<file path="config.mk">
export PLATFORM = sky130hd
export DESIGN_NAME = sseg_scan_driver
export DESIGN_NICKNAME = d
export VERILOG_FILES = /design/src/rtl/sseg_pkg.sv /design/src/rtl/sseg_bcd_decode.sv /design/src/rtl/sseg_scan_driver.sv
export SDC_FILE = /design/constraint.sdc
export NUM_CORES = 1
export LEC_CHECK = 0
export BUFFER_PORTS_ARGS = -buffer_cell sky130_fd_sc_hd__clkbuf_2
export CAP_MARGIN = 20
export CORE_MARGIN = 3
export CORE_UTILIZATION = 60
export CTS_CLUSTER_DIAMETER = 150
export DETAILED_ROUTE_END_ITERATION = 16
export PLACE_DENSITY = 0.89
export SYNTH_ARGS = -nofsm -noshare
export SYNTH_HDL_FRONTEND = slang
export SYNTH_HIERARCHICAL = 1
export SYNTH_SLANG_ARGS = --single-unit
</file>
<file path="constraint.sdc">
create_clock -name M_CLOCK -period 6.3 [get_ports M_CLOCK]
set_input_delay 1.89 -clock M_CLOCK [delete_from_list [all_inputs] [get_ports M_CLOCK]]
set_output_delay 1.89 -clock M_CLOCK [all_outputs]
set_load 0.005 [all_outputs]
</file>
<file path="src/rtl/sseg_pkg.sv">
// Shared constants and types for the seven-segment scan driver.
// Glyphs are active-high {g,f,e,d,c,b,a}; polarity is applied at the top.
package sseg_pkg;

  localparam int IDX_W = 2;
  localparam int N_DIG = 4;

  localparam int SEG_A  = 0;
  localparam int SEG_B  = 1;
  localparam int SEG_C  = 2;
  localparam int SEG_D  = 3;
  localparam int SEG_E  = 4;
  localparam int SEG_F  = 5;
  localparam int SEG_G  = 6;
  localparam int SEG_DP = 7;

  localparam logic [6:0] GLYPH_0    = 7'h3F;
  localparam logic [6:0] GLYPH_1    = 7'h06;
  localparam logic [6:0] GLYPH_2    = 7'h5B;
  localparam logic [6:0] GLYPH_3    = 7'h4F;
  localparam logic [6:0] GLYPH_4    = 7'h66;
  localparam logic [6:0] GLYPH_5    = 7'h6D;
  localparam logic [6:0] GLYPH_6    = 7'h7D;
  localparam logic [6:0] GLYPH_7    = 7'h07;
  localparam logic [6:0] GLYPH_8    = 7'h7F;
  localparam logic [6:0] GLYPH_9    = 7'h6F;
  localparam logic [6:0] GLYPH_DASH = 7'(1 << SEG_G);

  localparam logic [7:0] SEG_ALL_OFF = 8'h00;

  typedef struct packed {
    logic [15:0] digits;
    logic [3:0]  dp;
    logic        colon;
    logic        blank_lz;
    logic [3:0]  blink_mask;
  } snap_t;

  function automatic logic [7:0] seg_pack(
    input logic       dp,
    input logic [6:0] glyph
  );
    logic [7:0] s;
    s         = {1'b0, glyph};
    s[SEG_DP] = dp;
    return s;
  endfunction

endpackage

</file>
<file path="src/rtl/sseg_bcd_decode.sv">
// BCD nibble to active-high seven-segment glyph.
// Values 10-15 render as a dash.
module sseg_bcd_decode
  import sseg_pkg::*;
(
  input  logic [3:0] bcd_i,
  output logic [6:0] glyph_o
);

  always_comb begin
    glyph_o = GLYPH_DASH;
    unique case (bcd_i)
      4'd0:    glyph_o = GLYPH_0;
      4'd1:    glyph_o = GLYPH_1;
      4'd2:    glyph_o = GLYPH_2;
      4'd3:    glyph_o = GLYPH_3;
      4'd4:    glyph_o = GLYPH_4;
      4'd5:    glyph_o = GLYPH_5;
      4'd6:    glyph_o = GLYPH_6;
      4'd7:    glyph_o = GLYPH_7;
      4'd8:    glyph_o = GLYPH_8;
      4'd9:    glyph_o = GLYPH_9;
      default: glyph_o = GLYPH_DASH;
    endcase
  end

endmodule

</file>
<file path="src/rtl/sseg_scan_driver.sv">
// Four-digit multiplexed seven-segment driver with per-frame snapshot.
// Define SSEG_COLON_BLINK_EN to gate the colon with the blink phase.
module sseg_scan_driver
  import sseg_pkg::*;
#(
  parameter int unsigned CLK_HZ     = 50000000,
  parameter int unsigned SCAN_HZ    = 1000,
  parameter int unsigned BLINK_HZ   = 2,
  parameter int unsigned ACTIVE_LOW = 1
) (
  input  logic        M_CLOCK,
  input  logic        M_RESET_N,
  input  logic [15:0] digits_bcd,
  input  logic [3:0]  dp_in,
  input  logic        colon_in,
  input  logic        blank_lz,
  input  logic [3:0]  blink_mask,
  output logic [7:0]  IO_SSEG,
  output logic [3:0]  IO_SSEGD,
  output logic        IO_SSEG_COL,
  output logic        frame_start
);

  localparam bit AL = (ACTIVE_LOW != 0);

  localparam int unsigned PRE_DIV = CLK_HZ / SCAN_HZ;
  localparam int unsigned PRE_W   =
    (PRE_DIV > 1) ? $clog2(PRE_DIV) : 1;
  localparam logic [PRE_W-1:0] PRE_MAX =
    PRE_W'(PRE_DIV - 1);

  localparam int unsigned BLK_DIV = CLK_HZ / (2 * BLINK_HZ);
  localparam int unsigned BLK_W   =
    (BLK_DIV > 1) ? $clog2(BLK_DIV) : 1;
  localparam logic [BLK_W-1:0] BLK_MAX =
    BLK_W'(BLK_DIV - 1);

  localparam logic [7:0] SEG_RST = AL ? ~SEG_ALL_OFF : SEG_ALL_OFF;
  localparam logic [3:0] AN_RST  = AL ? 4'hF : 4'h0;
  localparam logic       COL_RST = AL;

  logic [PRE_W-1:0] pre_q, pre_d;
  logic [IDX_W-1:0] idx_q, idx_d;
  logic [BLK_W-1:0] blk_q, blk_d;
  logic             phase_q, phase_d;
  snap_t            snap_q, snap_d;
  logic [7:0]       seg_q, seg_d;
  logic [3:0]       an_q, an_d;
  logic             col_q, col_d;

  logic             tick;
  logic             wrap;
  logic             blk_term;
  logic [3:0]       cur_val;
  logic [6:0]       glyph;
  logic             lz_hit;
  logic             blink_hit;
  logic [7:0]       seg_on;
  logic [3:0]       an_on;
  logic             col_on;

  assign tick     = (pre_q == PRE_MAX);
  assign wrap     = tick && (idx_q == '1);
  assign blk_term = (blk_q == BLK_MAX);
  assign cur_val  = snap_q.digits[{idx_q, 2'b00} +: 4];

  sseg_bcd_decode u_dec (
    .bcd_i   (cur_val),
    .glyph_o (glyph)
  );

  // Blanked digits keep their anode so brightness stays uniform.
  always_comb begin
    lz_hit    = snap_q.blank_lz
             && (idx_q == IDX_W'(N_DIG - 1))
             && (cur_val == 4'd0);
    blink_hit = phase_q && snap_q.blink_mask[idx_q];
    seg_on    = SEG_ALL_OFF;
    if (!(lz_hit || blink_hit)) begin
      seg_on = seg_pack(snap_q.dp[idx_q], glyph);
    end
    an_on = 4'b0001 << idx_q;
`ifdef SSEG_COLON_BLINK_EN
    col_on = snap_q.colon && !phase_q;
`else
    col_on = snap_q.colon;
`endif
  end

  always_comb begin
    pre_d   = tick ? '0 : pre_q + PRE_W'(1);
    idx_d   = tick ? idx_q + IDX_W'(1) : idx_q;
    blk_d   = blk_term ? '0 : blk_q + BLK_W'(1);
    phase_d = phase_q ^ blk_term;
    snap_d  = snap_q;
    seg_d   = seg_q;
    an_d    = an_q;
    col_d   = col_q;
    if (wrap) begin
      snap_d.digits     = digits_bcd;
      snap_d.dp         = dp_in;
      snap_d.colon      = colon_in;
      snap_d.blank_lz   = blank_lz;
      snap_d.blink_mask = blink_mask;
    end
    if (tick) begin
      seg_d = AL ? ~seg_on : seg_on;
      an_d  = AL ? ~an_on  : an_on;
      col_d = AL ? ~col_on : col_on;
    end
  end

  always_ff @(posedge M_CLOCK or negedge M_RESET_N) begin
    if (!M_RESET_N) begin
      pre_q   <= '0;
      idx_q   <= '0;
      blk_q   <= '0;
      phase_q <= 1'b0;
      snap_q  <= '0;
      seg_q   <= SEG_RST;
      an_q    <= AN_RST;
      col_q   <= COL_RST;
    end else begin
      pre_q   <= pre_d;
      idx_q   <= idx_d;
      blk_q   <= blk_d;
      phase_q <= phase_d;
      snap_q  <= snap_d;
      seg_q   <= seg_d;
      an_q    <= an_d;
      col_q   <= col_d;
    end
  end

  assign IO_SSEG     = seg_q;
  assign IO_SSEGD    = an_q;
  assign IO_SSEG_COL = col_q;
  assign frame_start = wrap;

endmodule

</file>
# [Word-level counts from Yosys, hierarchy flattened]
# Memory sizes are Yosys's and may differ from the RTL's.
# Cells that the tools add are included.
[word_totals] n_memories=1 out_inout_bits=14 ff_bits=82 rom_bits=112
[classes] reduce_logical=6 n_eq_ne=3 shift=2 bitwise=4 order_cmp=1 mux=7 add_sub_neg=3
[memory_table] memory="(name not given)" words=16 word_bits=7 rd=1 rd_clocked_by_memory_dff=0 write_ports=0 line_no="sseg_bcd_decode.sv:12" source="unique case (bcd_i)"
[ops] operator="adder 24 x 1 -> 24 bit (second input constant)" n=1
[ops] operator="== test 24 bit (second input constant)" n=1
[ops] operator="two-way mux 24 bit" n=1
[ops] operator="adder 16 x 1 -> 16 bit (second input constant)" n=1
[ops] operator="== test 16 bit (second input constant)" n=1
[ops] operator="two-way mux 16 bit" n=1
[ops] operator="variable part select 16 x 5 -> 4 bit" n=1
[ops] operator="two-way mux 8 bit" n=1
[ops] operator="inverter 8 bit" n=1
[ops] operator="binary-select mux 1 bit (select 2 bit)" n=2
[ops] operator="logical AND 1 bit" n=4
[ops] operator="logical NOT 4 bit" n=1
[ops] operator="inverter 4 bit" n=1
[ops] operator="<< shifter 1 x 2 -> 4 bit (first input constant)" n=1
[ops] operator="< comparator 2 x 3 -> 1 bit (second input constant)" n=1
[ops] operator="adder 2 x 1 -> 2 bit (second input constant)" n=1
[ops] operator="== test 2 bit (second input constant)" n=1
[ops] operator="two-way mux 1 bit" n=2
[ops] operator="logical OR 1 bit" n=1
[ops] operator="inverter 1 bit" n=1
[ops] operator="bitwise XOR 1 bit" n=1

# [Longest topological paths before layout]
[depth] word_depth=6 depth_mapped=9 mapped_depth_nobuf=8

# [By module]
# The synthesis kept the hierarchy.
[by_module_without_submodules] mod="sseg_scan_driver" cells_each=306 n_inst=1 area_each_um2=3664.8
[by_module_without_submodules] mod="sseg_bcd_decode" cells_each=29 n_inst=1 area_each_um2=225.2

# [Worst setup path before layout]
# No wires, ideal clock.
[synth_path] path_kind="flip-flop to output port" start="reg pre_q[0]" end="out frame_start" path_slack_ns=2.857 path_stages_with_launch=8 arrival_time_ns=1.553 cell_sequence="dfrtp_1 -> ha_1 -> and3_1 -> and4_1 -> buf_2 -> nand2_2 -> buf_2 -> inv_1"
[synth_between] elab_chain_cells=2
[synth_rtl] item="start, declared" line_no="sseg_scan_driver.sv:42" source="logic [PRE_W-1:0] pre_q, pre_d;"
[synth_rtl] item="start signal, assigned" line_no="sseg_scan_driver.sv:124" source="pre_q <= pre_d;"
[synth_rtl] item="== test 16 bit" line_no="sseg_scan_driver.sv:62" source="assign tick = (pre_q == PRE_MAX);"
[synth_rtl] item="logical AND 1 bit" line_no="sseg_scan_driver.sv:63" source="assign wrap = tick && (idx_q == '1);"
[synth_rtl] item="end, declared" line_no="sseg_scan_driver.sv:21" source="output logic frame_start"
# Every way passes these cells.

# [Final worst setup path]
# Same ends and word-level chain as after synthesis.

==> flow_summary.toml <==
[clock_network]
cts_htree_levels = 3
cts-buffers-inserted = 9
cts_root_buffer = "clkbuf_8"
clkSinkCount = 82
post_cts_buffers = 0
holdBufCountCts = 0
cts_resized = 0
clock_latency_ns = 0.36
cts_tree = "built"
path_clk_slew_ns = 0.08
cts_buffer_depth = 2

[floorplan]
ios = 42
fp-row-count = 28
core_area_um2 = 6100
initial_core_util = 0.638
die_h_um = 86.5
die_w_um = 86.5
dieArea_um2 = 7490

[run_status]
status = "finished clean"

[logic_synthesis]
ys_seq_elements = 82
postSynth.asyncResetShare = 1.00
synth-edff-count = 0
ys.warnings.count = 6
postSynthAreaPerCell_um2 = 11.6
synth_flop_cell = "dfrtp_1"
ys_seq_area_frac = 0.532
synth_nets = 375
syn_area_um2 = 3890
yosysUniqueCellTypes = 49
netlist_instances = 335

[route]
final_antenna_net_count = 0
routedWlPerCell_um = 16.5
vias = 2613
route.detailed.drc = 0
totalWireLength_um = 7540
vias_per_cell = 5.72
first_iter_violations = 147
firstDrtPassIters = 5

[worst_setup_path]
reg2reg_from = "pre_q[0]"
slowest_delay_ns = 0.65
endpoint_kind = "output port"
setup.worst_path.class = "flop to output port"
r2r_cells = 5
path_max_fanout = 27
crit_arrival_ns = 2.74
cp-start-kind = "flop"
worstPathCellList = "ha_1, and3_1, and4_1, nand2_2, inv_1, clkbuf_2"
cp_slowest_cell = "and4_1"
cp.required_ns = 4.41
r2r_end = "snap_q[3]"
r2r_setup_slack_ns = 3.71

[hold_path]
hold_class = "flop to flop"
worstHoldEndpoint = "IO_SSEG_COL"
holdPathStages = 1
min-delay-start = "col_on"

[global_routing]
grt_pass1_wl_um = 13000
overflow = 0
first_global_vias = 2775
grt_max_degree = 83
antenna_found_initial = 0
track_usage = 0.225

[power_and_ir_drop]
net-switching-power_mw = 0.220
combPwrFrac = 0.044
swShare = 0.230
power_density_nw_per_um2 = 222
pwr-share-clk = 0.392
intPower_mw = 0.738
leakagePower_nw = 1.99
power_frac_seq = 0.563
ir_drop_mv = 0.227

[sta]
max_slew_margin = 0.341
finalClockSkew_ns = 0.00988
slew_violations = 0
fmax_mhz = 216
worst_pin_slew_ns = 0.982
hold_viol = 0
fin_crit_sh = 0.735
rsz0062_at_grt = "false"
finalSetupViolCount = 0
finalSetupTns_ns = 0
min_period_ns = 4.63

[placed_design]
post_dp_cell_area_um2 = 4120
portBuffers = 41
routabilityCongestion = 0.820
place_hpwl_um = 5210

[cells_and_area]
nets = 417
multi_input_area_um2 = 1710
post-route-util = 0.708
diodes = 0
fillers = 431
ff_latch_area_um2 = 2070
final_common_cell = "dfrtp_1"
drive_gt1_frac = 0.283
syn_to_final_growth_pct = 10.9
final_cell_mix = "dfrtp_1 (69), clkbuf_2 (40), nor2_1 (34)"
final_area_um2 = 4310

[run]
max_cap_violations = 0
-- power groups by stage --
stage	registers [mW]	logic, mW	clock network (mW)
detailed placement	0.549	0.0429	0
floorplan	0.548	0.0217	0
CTS	0.539	0.0434	0.382
global placement	0.549	0.0413	0
global route	0.540	0.0482	0.406
finish	0.539	0.0424	0.376
-- state kept, by name (all words and copies together), names as in the netlist --
name         flops
IO_SSEG          8
IO_SSEGD         4
IO_SSEG_COL      1
blk_q           24
col_on           1
idx_q            2
phase_q          1
pre_q           16
snap_q          25
-- Yosys cell counts (all sizes together), types with 2 or more instances --
library cell,number,share of area
a21o,2,0.0039
a21oi,10,0.013
and2,2,0.0032
and3,5,0.0087
and4,5,0.011
buf,9,0.018
dfrtp,69,0.44
dfstp,13,0.088
ha,12,0.039
inv,10,0.0097
mux2,28,0.082
mux2i,5,0.013
mux4,4,0.023
nand2,27,0.027
nand2b,2,0.0032
nand3,14,0.018
nand3b,2,0.0039
nand4,10,0.016
nor2,34,0.033
nor2b,3,0.0048
nor3,5,0.011
o21ai,11,0.014
o22ai,4,0.0064
or3,2,0.0032
or4,2,0.0048
xnor2,13,0.029
xor2,19,0.043
-- kinds of logic (layout without fill, tap and decap cells) --
| logic type | count (synthesis) | in the layout | share of synthesized area |
|---|---|---|---|
| adder cells (fa/ha/maj) | 12 | 12 | 0.0386 |
| buffers and inverters | 20 | 67 | 0.0283 |
| multiplexers | 37 | 37 | 0.118 |
| AO/OA/AOI/OAI | 32 | 32 | 0.0499 |
| XOR/XNOR | 32 | 32 | 0.0720 |
| flip-flops | 82 | 82 | 0.532 |
| AND/OR/NAND/NOR | 120 | 120 | 0.161 |
-- routing by layer --
metal	GRT usage	part of all wire	vias up
met1	0.278	0.43	1309
met4	0.0992	0.014	0
met5	0	0	-
li1	-	-	1255
met3	0.0599	0.039	10
met2	0.373	0.52	39
-- final cells by class --
type                            instances  area share
Clock inverter                          6      0.0157
Inverter                               10     0.00870
Clock buffer                           10      0.0296
Multi-Input combinational cell        233       0.397
Tap cell                               75      0.0218
Timing Repair Buffer                   41      0.0481
Sequential cell                        82       0.479
-- critical path: cells and delay by family, from the launching register on --
kind          cells  cell delay, ns
simple gates      3            1.43
buf+inv           2            0.33
fa+ha+maj         1            0.20
flops             1            0.41
-- how the worst max path moves through the flow --
stage	from	endpoint	slack, ns	cells after the start
2_1_floorplan	pre_q[0]	frame_start	2.86	7
3_3_place_gp	pre_q[7]	frame_start	2.18	5
3_5_place_dp	pre_q[0]	frame_start	2.08	6
4_1_cts	pre_q[0]	frame_start	1.65	6
5_1_grt	pre_q[7]	frame_start	1.38	5
6_report	pre_q[0]	frame_start	1.67	6
-- stage by stage --
| stage | cells | setup WS, ns | hold WS [ns] | power, mW |
|---|---|---|---|---|
| after floorplan | 335 | 2.86 | 0.400 | 0.569 |
| after global placement | 441 | 2.18 | 0.440 | 0.590 |
| after detailed placement | 441 | 2.08 | 0.441 | 0.592 |
| after CTS | 457 | 1.65 | 0.448 | 0.965 |
| after global routing | 457 | 1.38 | 0.480 | 0.994 |
| final | 457 | 1.67 | 0.449 | 0.958 |
No activity file was read; power rests on OpenSTA's default activity.
